**src/rtl/apb_slave_module.sv**
```systemverilog
// APB front end: decodes/validates region, issues single-cycle register-file accesses, pulses start.
// Latency: fixed 3 cycles per transfer (SETUP, ACCESS, RESP); one wait state, write strobe in ACCESS.
// Backpressure: none from the register file; pready is asserted only in RESP, psel drop aborts.
module apb_slave_module #(
  parameter int DATA_WIDTH = 32,
  parameter int BUS_WIDTH  = 64,
  parameter int ADDR_WIDTH = 32,
  localparam int MAX_DIM   = BUS_WIDTH / DATA_WIDTH,
  localparam int LOG2      = $clog2(MAX_DIM)
) (
  input  logic                  clk_i,
  input  logic                  rst_ni,
  input  logic                  psel_i,
  input  logic                  penable_i,
  input  logic                  pwrite_i,
  input  logic [ADDR_WIDTH-1:0] paddr_i,
  input  logic [BUS_WIDTH-1:0]  pwdata_i,
  input  logic [MAX_DIM-1:0]    pstrb_i,
  input  logic                  busy_i,
  input  logic [BUS_WIDTH-1:0]  rf_data_i,
  output logic [BUS_WIDTH-1:0]  prdata_o,
  output logic                  pready_o,
  output logic                  pslverr_o,
  output logic [ADDR_WIDTH-1:0] address_o,
  output logic [BUS_WIDTH-1:0]  data_o,
  output logic                  write_enable_o,
  output logic [MAX_DIM-1:0]    strobe_o,
  output logic                  start_bit_o
);

  localparam logic [4:0] REG_CONTROL = 5'h00;
  localparam logic [4:0] REG_OP_A    = 5'h04;
  localparam logic [4:0] REG_OP_B    = 5'h08;
  localparam logic [4:0] REG_FLAGS   = 5'h0C;
  localparam logic [4:0] REG_SP      = 5'h10;

  typedef enum logic [1:0] {
    ST_IDLE   = 2'd0,
    ST_ACCESS = 2'd1,
    ST_RESP   = 2'd2
  } state_t;

  state_t                r_state;
  state_t                w_state_nxt;
  logic [ADDR_WIDTH-1:0] r_addr;
  logic [BUS_WIDTH-1:0]  r_data;
  logic [MAX_DIM-1:0]    r_strb;
  logic                  r_write;
  logic                  r_err;
  logic [BUS_WIDTH-1:0]  r_prdata;
  logic                  w_setup;
  logic                  w_err;
  logic                  w_hi_ctl;
  logic                  w_hi_op;
  logic                  w_hi_sp;

  // Row-index space grows per region: scalar regs have none, operands one index, SP two.
  assign w_hi_ctl = (paddr_i >> 5) != '0;
  assign w_hi_op  = (paddr_i >> (5 + LOG2)) != '0;
  assign w_hi_sp  = (paddr_i >> (5 + 2 * LOG2)) != '0;
  assign w_setup  = (r_state == ST_IDLE) && psel_i && !penable_i;

  // Validate the access from SETUP-phase address, direction and engine busy state.
  always_comb begin
    w_err = 1'b0;
    case (paddr_i[4:0])
      REG_CONTROL:        w_err = w_hi_ctl | (pwrite_i & busy_i);
      REG_OP_A, REG_OP_B: w_err = w_hi_op  | (pwrite_i & busy_i);
      REG_FLAGS:          w_err = w_hi_ctl | pwrite_i;
      REG_SP:             w_err = w_hi_sp  | pwrite_i;
      default:            w_err = 1'b1;
    endcase
  end

  // State register.
  always_ff @(posedge clk_i or negedge rst_ni) begin
    if (!rst_ni) r_state <= ST_IDLE;
    else         r_state <= w_state_nxt;
  end

  // Next-state: losing psel in ACCESS or RESP abandons the transfer.
  always_comb begin
    w_state_nxt = r_state;
    case (r_state)
      ST_IDLE:   if (w_setup) w_state_nxt = ST_ACCESS;
      ST_ACCESS: w_state_nxt = psel_i ? ST_RESP : ST_IDLE;
      ST_RESP:   if (!psel_i || penable_i) w_state_nxt = ST_IDLE;
      default:   w_state_nxt = ST_IDLE;
    endcase
  end

  // Latch the transfer operands and verdict in SETUP; they hold until the next SETUP.
  always_ff @(posedge clk_i or negedge rst_ni) begin
    if (!rst_ni) begin
      r_addr  <= '0;
      r_data  <= '0;
      r_strb  <= '0;
      r_write <= 1'b0;
      r_err   <= 1'b0;
    end else if (w_setup) begin
      r_addr  <= paddr_i;
      r_data  <= pwdata_i;
      r_strb  <= pstrb_i;
      r_write <= pwrite_i;
      r_err   <= w_err;
    end
  end

  // Capture read data at the ACCESS->RESP edge; writes and rejected accesses return zero.
  always_ff @(posedge clk_i or negedge rst_ni) begin
    if (!rst_ni)                               r_prdata <= '0;
    else if ((r_state == ST_ACCESS) && psel_i) r_prdata <= (r_write || r_err) ? '0 : rf_data_i;
  end

  // Outputs: write strobe only in ACCESS with psel still held; response flags only in RESP.
  always_comb begin
    write_enable_o = (r_state == ST_ACCESS) && r_write && !r_err && psel_i;
    start_bit_o    = write_enable_o && (r_addr[4:0] == REG_CONTROL) && r_data[0];
    pready_o       = (r_state == ST_RESP);
    pslverr_o      = (r_state == ST_RESP) && r_err;
  end

  assign prdata_o  = r_prdata;
  assign address_o = r_addr;
  assign data_o    = r_data;
  assign strobe_o  = r_strb;

endmodule

```
**config.mk**
```make
export PLATFORM = sky130hd
export DESIGN_NAME = apb_slave_module
export DESIGN_NICKNAME = d
export VERILOG_FILES = /design/src/rtl/apb_slave_module.sv
export SDC_FILE = /design/constraint.sdc
export NUM_CORES = 1
export LEC_CHECK = 0
export ABC_CLOCK_PERIOD_IN_PS = 4600
export CAP_MARGIN = 20
export CORE_AREA = 2 2 130 132
export CTS_BUF_LIST = sky130_fd_sc_hd__clkbuf_16
export DETAILED_ROUTE_END_ITERATION = 7
export DIE_AREA = 0 0 132 134
export GPL_TIMING_DRIVEN = 0
export PLACE_DENSITY = 0.77
export SLEW_MARGIN = 20
export SYNTH_ARGS = -nofsm -noshare
export SYNTH_HDL_FRONTEND = slang
export SYNTH_SLANG_ARGS = --single-unit
```
**constraint.sdc**
```tcl
create_clock -name clk_i -period 4.6 [get_ports clk_i]
set_input_delay 0.92 -clock clk_i [delete_from_list [all_inputs] [get_ports clk_i]]
set_output_delay 0.92 -clock clk_i [all_outputs]
set_load 0.02 [all_outputs]
```
=== Yosys cells after proc, flatten, opt, wreduce, memory -nomap -nowiden ===
Cells that the tools add are included.

* Output and inout bits: 166
* Bits in registers: 166

* Equality and inequality tests: 8
* Bitwise operators: 5
* Reduce and logical (&&, ||, !) cells: 22
* Mux-type cells: 6

{| class="wikitable"
|+ Operator list
! operator !! count
|-
| $reduce_bool A32 Y1 || 3
|-
| $mux W64 || 1
|-
| $eq A5 B4 Y1 const B || 2
|-
| $logic_not A5 Y1 || 2
|-
| $logic_and A1 B1 Y1 || 9
|-
| $mux W2 || 3
|-
| $pmux W2 S3 || 1
|-
| $eq A5 B3 Y1 const B || 1
|-
| $eq A5 B5 Y1 const B || 1
|-
| $or A1 B1 Y1 || 4
|-
| $pmux W1 S4 || 1
|-
| $logic_not A1 Y1 || 3
|-
| $eq A2 B1 Y1 const B || 1
|-
| $eq A2 B2 Y1 const B || 1
|-
| $logic_not A2 Y1 || 1
|-
| $logic_or A1 B1 Y1 || 2
|-
| $ne A2 B1 Y1 const B || 1
|-
| $ne A2 B2 Y1 const B || 1
|-
| $reduce_and A2 Y1 || 1
|-
| $reduce_or A2 Y1 || 1
|-
| $and A1 B1 Y1 || 1
|}

=== Depth between registers and ports, before layout ===
* Depth in word-level cells: 6
* Gate-level depth with buffers: 7

=== Worst setup path after synthesis ===
OpenSTA, ideal clock, no wires.

* Path kind: input -> output
* Start point: input port psel_i
* End point: output port start_bit_o
* Stages: 4
* Data required time: 3.680 ns
* Buffers on the path: 1
* Path slack: 1.550 ns
* Data arrival time: 2.130 ns
* Path through: nand2_1 buf_2 nor3b_1 and4b_1

* Cells in the longest elaborated chain, start to end: 3

{| class="wikitable"
|+ Ends and longest elaborated chain
! what !! RTL line !! text
|-
| from (decl) || 13 || <nowiki>input logic psel_i,</nowiki>
|-
| $logic_and A1 B1 Y1 || 117 || <nowiki>write_enable_o = (r_state == ST_ACCESS) && r_write && !r_err && psel_i;</nowiki>
|-
| net write_enable_o || 26 || <nowiki>output logic write_enable_o,</nowiki>
|-
| $logic_and A1 B1 Y1 (2 in a row) || 118 || <nowiki>start_bit_o = write_enable_o && (r_addr[4:0] == REG_CONTROL) && r_data[0];</nowiki>
|-
| to (decl) || 28 || <nowiki>output logic start_bit_o</nowiki>
|}

The timed path passes the listed nets, and every way through them passes these cells.

=== Worst setup path in the final report ===
* Start point: input port psel_i
* End point: output port start_bit_o

* Cells in the longest elaborated chain, start to end: 3

{| class="wikitable"
|+ Ends and longest elaborated chain
! what !! RTL line
|-
| $logic_and A1 B1 Y1 || 117
|-
| $logic_and A1 B1 Y1 (2 in a row) || 118
|}

No other way between the ends.

==> results by group <==
STA
  – Final Setup Violations: 0
  – Min Tclk post-route: 3870 ps
  – Max Freq: 0.258 GHz
  – RSZ-0062 raised after global routing: no
  – Crit share post-route: 84.1%
  – Slew headroom: 40.0%
  – Worst Skew: 9.90 ps
  – Hold Vio Cnt, Final: 0
  – Worst slew pin tran: 896 ps
  – Final Max Tran Viols: 0

Critical path
  – Worst Path Arrival: 2950 ps
  – Worst Path Max Fanout: 10
  – WP data required: 3680 ps
  – Worst Setup End Kind: output port
  – Startpoint types: input port
  – Critical path type: in -> out

Yosys
  – Synth area leaders: dfrtp_1 65%, mux2_2 17%, nand2_1 7.6%
  – Synthesis Warnings: 0
  – Top_reg_cell synth: dfrtp_1
  – Most frequent cells after synthesis: 166 x dfrtp_1, 130 x nand2_1, 99 x mux2_2, 64 x o21ai_0, 16 x clkbuf_1
  – Count of cell types in the netlist: 24
  – Avg Inst Size Synth: 12.4 um^2
  – Synth Net Count: 686
  – Mapped Area: 0.00644 mm^2
  – Post-synth EDFFs: 0
  – Post-synth top area share: 64.5%
  – Most common cell in the netlist: dfrtp_1
  – Register area share after synthesis: 64.5%
  – Seq cells post-synth: 166
  – Synth Instances: 518
  – Asr flop ratio synth: 100%
  – Cell taking the most area after synthesis: dfrtp_1

Die
  – Die area: 0.0177 mm^2
  – Die H: 134 um
  – Cell Rows: 47
  – Die W: 132 um
  – I/O pin count: 334
  – Core box area: 0.0163 mm^2
  – Initial core utilization: 39.5%

CTS
  – Clk slew on worst S/H paths: 60 ps
  – Post-CTS Hold Buffers: 0
  – Clock root buffer: clkbuf_16
  – # H-tree levels: 4
  – CTS tree: built
  – Clock sinks: 166
  – TritonCTS Buffers: 17
  – Post-CTS sizing: 0
  – Clk buf depth: 2
  – Setup Fix Bufs, Post-CTS: 0
  – Clock latency at the later pin of the worst-skew pair: 430 ps

Routing
  – Iter 0 DRT Violations: 185
  – First drt pass iteration count: 4
  – Vias per Instance: 4.75
  – Vias: 5,225
  – DRT antenna net count: 0
  – WL per Instance: 17.4 um
  – DRC: 0
  – Routed wire length: 19,200 um

Pwr
  – Static Leak: 0.00432 uW
  – Maximum vdd drop: 257 uV
  – Pwr dens: 422 mW/mm^2

Final layout
  – Final Cell Area: 0.0107 mm^2
  – Finished Layout Cells: 1,101
  – Layout cells sized above 1: 16.3%
  – Filler cells: 1,326
  – Fin nets: 1,039
  – N_diodes: 0
  – Area delta synth->final: 65.7%

Global routing
  – Initial antenna violation count: 0
  – Grt total ovfl: 0
  – Gr usage total: 22.2%
  – Vias in the first global route: 5,648
  – Largest net degree at the start of global routing: 85
  – First-pass GRT wire length: 30,500 um

Worst hold path
  – HP Class: in -> async

Placement
  – RePlAce Congestion: 0.801
  – Buffers on Ports: 333
  – DP Area: 0.0101 mm^2
  – Placed insts: 1,072
  – Post-DP HPWL: 14,500 um

Run
  – # Max-Cap Violations: 0

Run status
  – Outcome: finished, final reports clean
==> power by group <==
part	leakage (uW)	internal, uW	total, uW	switching (uW)
Combinational	0.00195	673	1240	566
Sequential	0.00208	1690	1810	119
Clock	0.000298	892	1450	563
Total	0.00432	3250	4500	1250
==> kinds of logic (layout without fill, tap and decap cells) <==
kind of cell | Yosys count | in the layout | synth area share, %
simple gates | 150 | 150 | 9.79
flops | 166 | 166 | 64.5
mux | 99 | 99 | 17.3
buf+inv | 32 | 395 | 2.51
compound gates | 71 | 71 | 5.87
==> path summary, 6_finish.rpt <==
check | endpoint | start | depth (start not counted) | slack (ps)
hold / removal | data_o[56] | rst_ni | 1 | 470
setup reg to reg | prdata_o[23] | r_err | 4 | 2680
hold reg to reg | prdata_o[62] | prdata_o[62] | 2 | 480
setup / recovery | start_bit_o | psel_i | 6 | 730
max in group asynchronous | prdata_o[34] | rst_ni | 2 | 3280
min in group clk_i | prdata_o[62] | prdata_o[62] | 2 | 480
==> flip-flops by register name, indices dropped and copies added (netlist names) <==
name,count
r_state,2
r_err,1
prdata_o,64
address_o,32
r_write,1
strobe_o,2
data_o,64
==> stage by stage <==
step | util (%) | hold slack [ps] | worst slack (ps) | setup TNS (ps) | total power, uW
2_1_floorplan | - | 496 | 1550 | 0 | 2350
3_3_place_gp | 61.7 | 461 | -4370 | -723570 | 3060
3_5_place_dp | 61.9 | 470 | 719 | 0 | 3080
4_1_cts | 65.5 | 482 | 717 | 0 | 4550
5_1_grt | 65.5 | 504 | 612 | 0 | 4690
6_report | 65.5 | 466 | 730 | 0 | 4500
==> metal layers <==
metal	vias to the layer above	track usage (%)	share of wire (%)
met2	213	38.3	51
met4	0	7.37	2.1
met3	27	8.39	8.4
met1	2517	25.6	38
li1	2468	-	-
met5	-	0	0
==> critical path, cell delays in order <==
cell and delay, ps:
clkdlybuf4s50_1 490, nand2_1 90, buf_2 220, nor3b_1 360, and4b_1 240, clkdlybuf4s50_1 630
==> layout make-up <==
type	count	area, um^2	area share [%]
flip-flops and latches	166	4150	38.9
repair buffers	334	3370	31.5
multi-input cells	320	2120	19.9
clock buffers	17	425	3.99
well taps	220	275	2.58
clock inverters	12	166	1.56
plain buffers	31	158	1.48
inverters	1	3.75	0.0352
==> cell usage in the layout (no fill, tap or decap), types with 3 or more instances in the layout <==
cell type	Yosys	routed
o21ai_0	64	64
nor2b_1	3	3
mux2_2	99	99
dfrtp_1	166	166
bufinv_16	0	4
nor4_1	7	7
inv_1	1	4
buf_4	9	9
buf_2	6	6
clkbuf_16	0	17
nand2_1	130	130
clkdlybuf4s50_1	0	332
clkbuf_1	16	16
Power figures use the tool's default switching activity.
